### config.mk
export PLATFORM = sky130hd
export DESIGN_NAME = board_io_frontend
export DESIGN_NICKNAME = d
export VERILOG_FILES = /design/src/rtl/board_io_pkg.sv /design/src/rtl/io_debounce.sv /design/src/rtl/board_io_frontend.sv
export SDC_FILE = /design/constraint.sdc
export NUM_CORES = 1
export LEC_CHECK = 0
export ABC_AREA = 1
export CORE_ASPECT_RATIO = 0.5
export CORE_MARGIN = 4
export CORE_UTILIZATION = 45
export DETAILED_ROUTE_END_ITERATION = 10
export PLACE_DENSITY = 0.71
export SLEW_MARGIN = 30
export SYNTH_ARGS = -nofsm -noshare
export SYNTH_HDL_FRONTEND = slang
export SYNTH_SLANG_ARGS = --single-unit
### constraint.sdc
create_clock -name clk_i -period 3.45 [get_ports clk_i]
set_input_delay 0.345 -clock clk_i [delete_from_list [all_inputs] [get_ports clk_i]]
set_output_delay 0.345 -clock clk_i [all_outputs]
set_load 0.01 [all_outputs]
### src/rtl/board_io_pkg.sv
// Shared types and defaults for the board I/O frontend: IRQ edge modes,
// reset-sequencer states and the edge qualification helper.
package board_io_pkg;

  typedef enum logic [1:0] {
    IRQ_RISE,
    IRQ_FALL,
    IRQ_BOTH
  } irq_mode_e;

  typedef enum logic {
    HOLD,
    RUN
  } rst_state_e;

  localparam int DEFAULT_DEBOUNCE_CYCLES = 1000000;
  localparam int DEFAULT_RST_HOLD_CYCLES = 1024;

  // True when the transition prev -> cur is an edge the given mode reports.
  function automatic logic edge_hit(irq_mode_e mode, logic prev, logic cur);
    unique case (mode)
      IRQ_RISE: return cur & ~prev;
      IRQ_FALL: return ~cur & prev;
      default:  return cur ^ prev;
    endcase
  endfunction

endpackage

### src/rtl/io_debounce.sv
// One input channel: SYNC_STAGES-deep synchroniser followed by a debouncer
// that accepts a new level only after it has held for DEBOUNCE_CYCLES cycles.
module io_debounce #(
  parameter int SYNC_STAGES     = 2,
  parameter int DEBOUNCE_CYCLES = 1000000
) (
  input  logic clk_i,
  input  logic rst_n_i,
  input  logic d_i,
  output logic q_o
);

  localparam int CW = $clog2(DEBOUNCE_CYCLES + 1);

  logic [SYNC_STAGES-1:0] sync_q;
  logic [CW-1:0]          cnt_q;
  logic                   s;

  assign s = sync_q[SYNC_STAGES-1];

  // NOTE: every register here is updated with <= so all flops sample the
  // pre-edge values; blocking assignments would collapse the sync chain.
  always_ff @(posedge clk_i) begin
    if (!rst_n_i) begin
      sync_q <= '0;
      cnt_q  <= '0;
      q_o    <= 1'b0;
    end else begin
      sync_q <= {sync_q[SYNC_STAGES-2:0], d_i};
      if (s == q_o) begin
        cnt_q <= '0;
      end else if (cnt_q == CW'(DEBOUNCE_CYCLES - 1)) begin
        q_o   <= s;
        cnt_q <= '0;
      end else begin
        cnt_q <= cnt_q + 1'b1;
      end
    end
  end

endmodule

### src/rtl/board_io_frontend.sv
// Board I/O conditioning: PLL-lock-gated SoC reset sequencer, debounced
// buttons/switches and per-button edge interrupts.
module board_io_frontend
  import board_io_pkg::*;
#(
  parameter int        NUM_BTN         = 5,
  parameter int        NUM_SW          = 16,
  parameter int        SYNC_STAGES     = 2,
  parameter int        DEBOUNCE_CYCLES = DEFAULT_DEBOUNCE_CYCLES,
  parameter int        RST_HOLD_CYCLES = DEFAULT_RST_HOLD_CYCLES,
  parameter irq_mode_e IRQ_MODE        = IRQ_RISE
) (
  input  logic               clk_i,
  input  logic               rst_n_i,
  input  logic               pll_locked_i,
  input  logic [NUM_BTN-1:0] btn_i,
  input  logic [NUM_SW-1:0]  sw_i,
  output logic [NUM_BTN-1:0] btn_o,
  output logic [NUM_SW-1:0]  sw_o,
  output logic [NUM_BTN-1:0] irq_o,
  output logic               irq_any_o,
  output logic               soc_rst_o
);

  localparam int HCW = $clog2(RST_HOLD_CYCLES + 1);

  rst_state_e             state_q;
  logic [HCW-1:0]         hold_cnt_q;
  logic [SYNC_STAGES-1:0] lock_sync_q;
  logic                   lock_s;
  logic [NUM_BTN-1:0]     btn_q;
  logic [NUM_BTN-1:0]     irq_d;

  assign lock_s = lock_sync_q[SYNC_STAGES-1];

  for (genvar i = 0; i < NUM_BTN; i++) begin : g_btn
    io_debounce #(
      .SYNC_STAGES    (SYNC_STAGES),
      .DEBOUNCE_CYCLES(DEBOUNCE_CYCLES)
    ) u_db (
      .clk_i  (clk_i),
      .rst_n_i(rst_n_i),
      .d_i    (btn_i[i]),
      .q_o    (btn_o[i])
    );
  end

  for (genvar i = 0; i < NUM_SW; i++) begin : g_sw
    io_debounce #(
      .SYNC_STAGES    (SYNC_STAGES),
      .DEBOUNCE_CYCLES(DEBOUNCE_CYCLES)
    ) u_db (
      .clk_i  (clk_i),
      .rst_n_i(rst_n_i),
      .d_i    (sw_i[i]),
      .q_o    (sw_o[i])
    );
  end

  // NOTE: irq_d is fully assigned before the loop so no latch is inferred.
  always_comb begin
    irq_d = '0;
    for (int i = 0; i < NUM_BTN; i++) begin
      irq_d[i] = edge_hit(IRQ_MODE, btn_q[i], btn_o[i]);
    end
  end

  // IRQs are only released while staying in RUN, so they can never coincide
  // with soc_rst_o and edges seen during HOLD are dropped.
  always_ff @(posedge clk_i) begin
    if (!rst_n_i) begin
      lock_sync_q <= '0;
      state_q     <= HOLD;
      hold_cnt_q  <= '0;
      soc_rst_o   <= 1'b1;
      btn_q       <= '0;
      irq_o       <= '0;
      irq_any_o   <= 1'b0;
    end else begin
      lock_sync_q <= {lock_sync_q[SYNC_STAGES-2:0], pll_locked_i};
      btn_q       <= btn_o;
      irq_o       <= '0;
      irq_any_o   <= 1'b0;
      unique case (state_q)
        HOLD: begin
          soc_rst_o <= 1'b1;
          if (!lock_s) begin
            hold_cnt_q <= '0;
          end else if (hold_cnt_q == HCW'(RST_HOLD_CYCLES - 1)) begin
            state_q    <= RUN;
            soc_rst_o  <= 1'b0;
            hold_cnt_q <= '0;
          end else begin
            hold_cnt_q <= hold_cnt_q + 1'b1;
          end
        end
        RUN: begin
          if (!lock_s) begin
            state_q    <= HOLD;
            soc_rst_o  <= 1'b1;
            hold_cnt_q <= '0;
          end else begin
            irq_o     <= irq_d;
            irq_any_o <= |irq_d;
          end
        end
        default: begin
          state_q   <= HOLD;
          soc_rst_o <= 1'b1;
        end
      endcase
    end
  end

endmodule

==> out/metrics.yaml <==
overflow: 0
comb_power_share: 0.012
insertion_delay_ns: 0.56
skew_ns: 0.0244
ys_warn_count: 0
finalSetupTns_ns: 0
clock-root-buffer: "clkbuf_16"
clock_path_buffers: 3
drtIter0Drc: 1085
synth_top_family_by_area: "simple AND/OR/NAND/NOR gates"
vias: 20900
cts_resized: 0
io_pins: 52
antenna_found_initial: 0
grt_pass1_vias: 19300
fp.dieH_um: 173
startpoint_type: "register"
path_class: "reg2reg"
fmax_mhz: 496
grt_max_degree: 52
ys_seq_area_frac: 0.415
crit_top_cell: "nand3_1"
seq_power_share: 0.519
tritoncts: "done"
power_density_nw_per_um2: 422
synth_most_common_cell: "nand2_1"
synth_top_area_share: 0.415
holdCritPathClass: "in2reg"
switching_share: 0.209
synth-seq-cells: 509
critPathMaxFanout: 20
synthArstFlopShare: 0
synth_area_leaders: "dfxtp_1 42%, nand2_1 14%, nor2_1 14%, inv_1 4.7%, nand3_1 4.2%"
finish.utilization: 0.503
path_clk_slew_ns: 0.07
yosys.area_share.simple: 0.383
nets: 3673
outcome: "completed"
finalPower_w: 0.0114
synth_cells: 3592
p_leak_nw: 8.45
max_slew_margin: 0.522
ys.flop_type: "dfxtp_1"
hold_viol: 0
drc: 0
htreeDepth: 2
initial_core_util: 0.456
synthAdderAreaFrac: 0.0112
crit_path_cell_trace: "ha_1, nand3_1, nor3_1, nand3_1, nand2_1, nor2_1"
crit_path_end: "g_btn[3].u_db.cnt_q[18]"
path_delay_family: "simple AND/OR/NAND/NOR gates"
synth_xor_area_frac: 0.0760
avgSynthCellArea_um2: 6.83
p_int_w: 0.00904
core-area_um2: 53800
period_minus_slack_ns: 2.02
power.switching_w: 0.00239
cts_setup_buffers: 0
power_frac_clock: 0.469
fp-row-count: 60
totalWireLength_um: 47300
firstDrtPassIters: 5
rrSetupSlack_ns: 1.43
slowest_stage: "nand2_1"
required_ns: 3.87
synth.mux.area_fraction: 0
cap_violations: 0
cts_buffers: 47
peakVddDrop_uv: 266
final-max-slew-violation-count: 0
synth_fp_nets: 3638
vias_per_cell: 4.78
critPathBufInv: 0
ant_nets: 0
diodes: 0
wl_per_cell_um: 10.8
rr_startpoint: "g_btn[3].u_db.cnt_q[0]"
synth_top_area_cell: "dfxtp_1"
synth_cell_type_count: 35
dieArea_um2: 58500
path_depth: 6
track_usage: 0.158
numPortBuffers: 51
ys_top_cells_by_count: "942 x nand2_1, 883 x nor2_1, 509 x dfxtp_1"
slowest_delay_ns: 0.57
worst_pin_slew_ns: 0.715
min_period_over_period: 0.584
r2r_end: "g_btn[3].u_db.cnt_q[18]"
worst_ep_arrival_time_ns: 2.44
synth_area_um2: 24500
rsz0062_at_grt: "no"
cts_hold_buffers: 0
grt_pass1_wl_um: 83400
drive_gt1_frac: 0.0524
gp_congestion: 0.868
syn2layout_area_growth_pct: 10.5
min_path_cells: 3
worstSetupEndpointType: "register"
dp_hpwl_um: 34200
cts.sink_count: 509
startpoint: "g_btn[3].u_db.cnt_q[0]"
finalSetupViolCount: 0
die_x_um: 338
worst_r2r_path_depth: 6
synth_enable_flop_cells: 0
synth-compound-area-share: 0.0484
-- area by class of cell --
cell class,count,area [µm²]
Timing Repair Buffer,53,536
Sequential cell,509,10200
Multi-Input combinational cell,2705,12700
Clock inverter,26,284
Inverter,311,1170
Fill cell,5151,26700
Clock buffer,60,1320
Tap cell,713,892
-- sequential cells by signal (all words and copies together), names as in the netlist --
register,cells
g_sw.u_db.cnt_q,320
g_btn.u_db.cnt_q,100
g_sw.u_db.sync_q,32
g_sw.u_db.q_o,16
hold_cnt_q,11
g_btn.u_db.sync_q,10
btn_q,5
g_btn.u_db.q_o,5
irq_o,5
lock_sync_q,2
irq_any_o,1
soc_rst_o,1
state_q,1
-- per-layer routing --
layer / GRT usage / up-vias / routed length (µm)
met2: 0.278 / 253 / 21900
li1: - / 11200 / -
met5: 0 / - / 0
met3: 0.0238 / 61 / 1600
met1: 0.206 / 9378 / 23100
met4: 0.0351 / 0 / 755
-- worst reg2reg max path: cells and delay by family (launching register included) --
kind	cells	cell delay (ns)
and+or+nand+nor	5	1.20
adders and majority gates	1	0.23
DFF	1	0.45
-- cells in the final DEF (no fill, tap or decap), drive strengths merged --
cell type | netlist | layout
nand2 | 953 | 953
nor2 | 921 | 921
dfxtp | 509 | 509
inv | 311 | 313
nand3 | 225 | 225
a21oi | 165 | 165
xor2 | 109 | 109
xnor2 | 104 | 104
clkbuf | 7 | 60
or2 | 51 | 51
clkdlybuf4s50 | 0 | 50
nand4 | 42 | 42
o21ai | 35 | 35
nor3 | 30 | 30
nand3b | 28 | 28
ha | 22 | 22
o21bai | 16 | 16
clkinv | 0 | 12
clkinvlp | 0 | 7
bufinv | 0 | 5
o22ai | 3 | 3
buf | 60 | 3
and2 | 1 | 1
-- power by group through the flow --
| stage | registers [W] | logic [W] | clock network [W] |
|---|---|---|---|
| floorplan | 0.00606 | 0.0000941 | 0 |
| global placement | 0.00606 | 0.000136 | 0 |
| detailed placement | 0.00606 | 0.000139 | 0 |
| CTS | 0.00593 | 0.000139 | 0.00554 |
| global route | 0.00593 | 0.000155 | 0.00576 |
| finish | 0.00593 | 0.000135 | 0.00536 |
-- worst min path at each step --
stage,to,slack (ns),from
6_report,lock_sync_q[0],0.27,rst_n_i
5_1_grt,lock_sync_q[1],0.28,rst_n_i
4_1_cts,g_sw[12].u_db.sync_q[1],0.24,rst_n_i
3_5_place_dp,g_sw[4].u_db.sync_q[1],0.40,g_sw[4].u_db.sync_q[0]
3_3_place_gp,g_btn[0].u_db.sync_q[1],0.39,g_btn[0].u_db.sync_q[0]
2_1_floorplan,g_btn[0].u_db.sync_q[1],0.39,g_btn[0].u_db.sync_q[0]
-- stage by stage --
step	hold slack [ns]	setup slack, ns	instance area (µm²)	std cells
6_report	0.269	1.43	27100	4377
5_1_grt	0.281	1.17	27100	4377
4_1_cts	0.244	1.41	27100	4377
3_5_place_dp	0.397	1.23	25500	4291
3_3_place_gp	0.393	1.32	25500	4291
2_1_floorplan	0.390	1.98	24500	3592
-- logic make-up after synthesis --
| group | after synthesis |
|---|---|
| XOR/XNOR | 213 |
| flip-flops | 509 |
| AO/OA/AOI/OAI | 219 |
| adder cells (fa/ha/maj) | 22 |
| buffers and inverters | 378 |
| AND/OR/NAND/NOR | 2251 |
(Power assumes the default switching activity.)
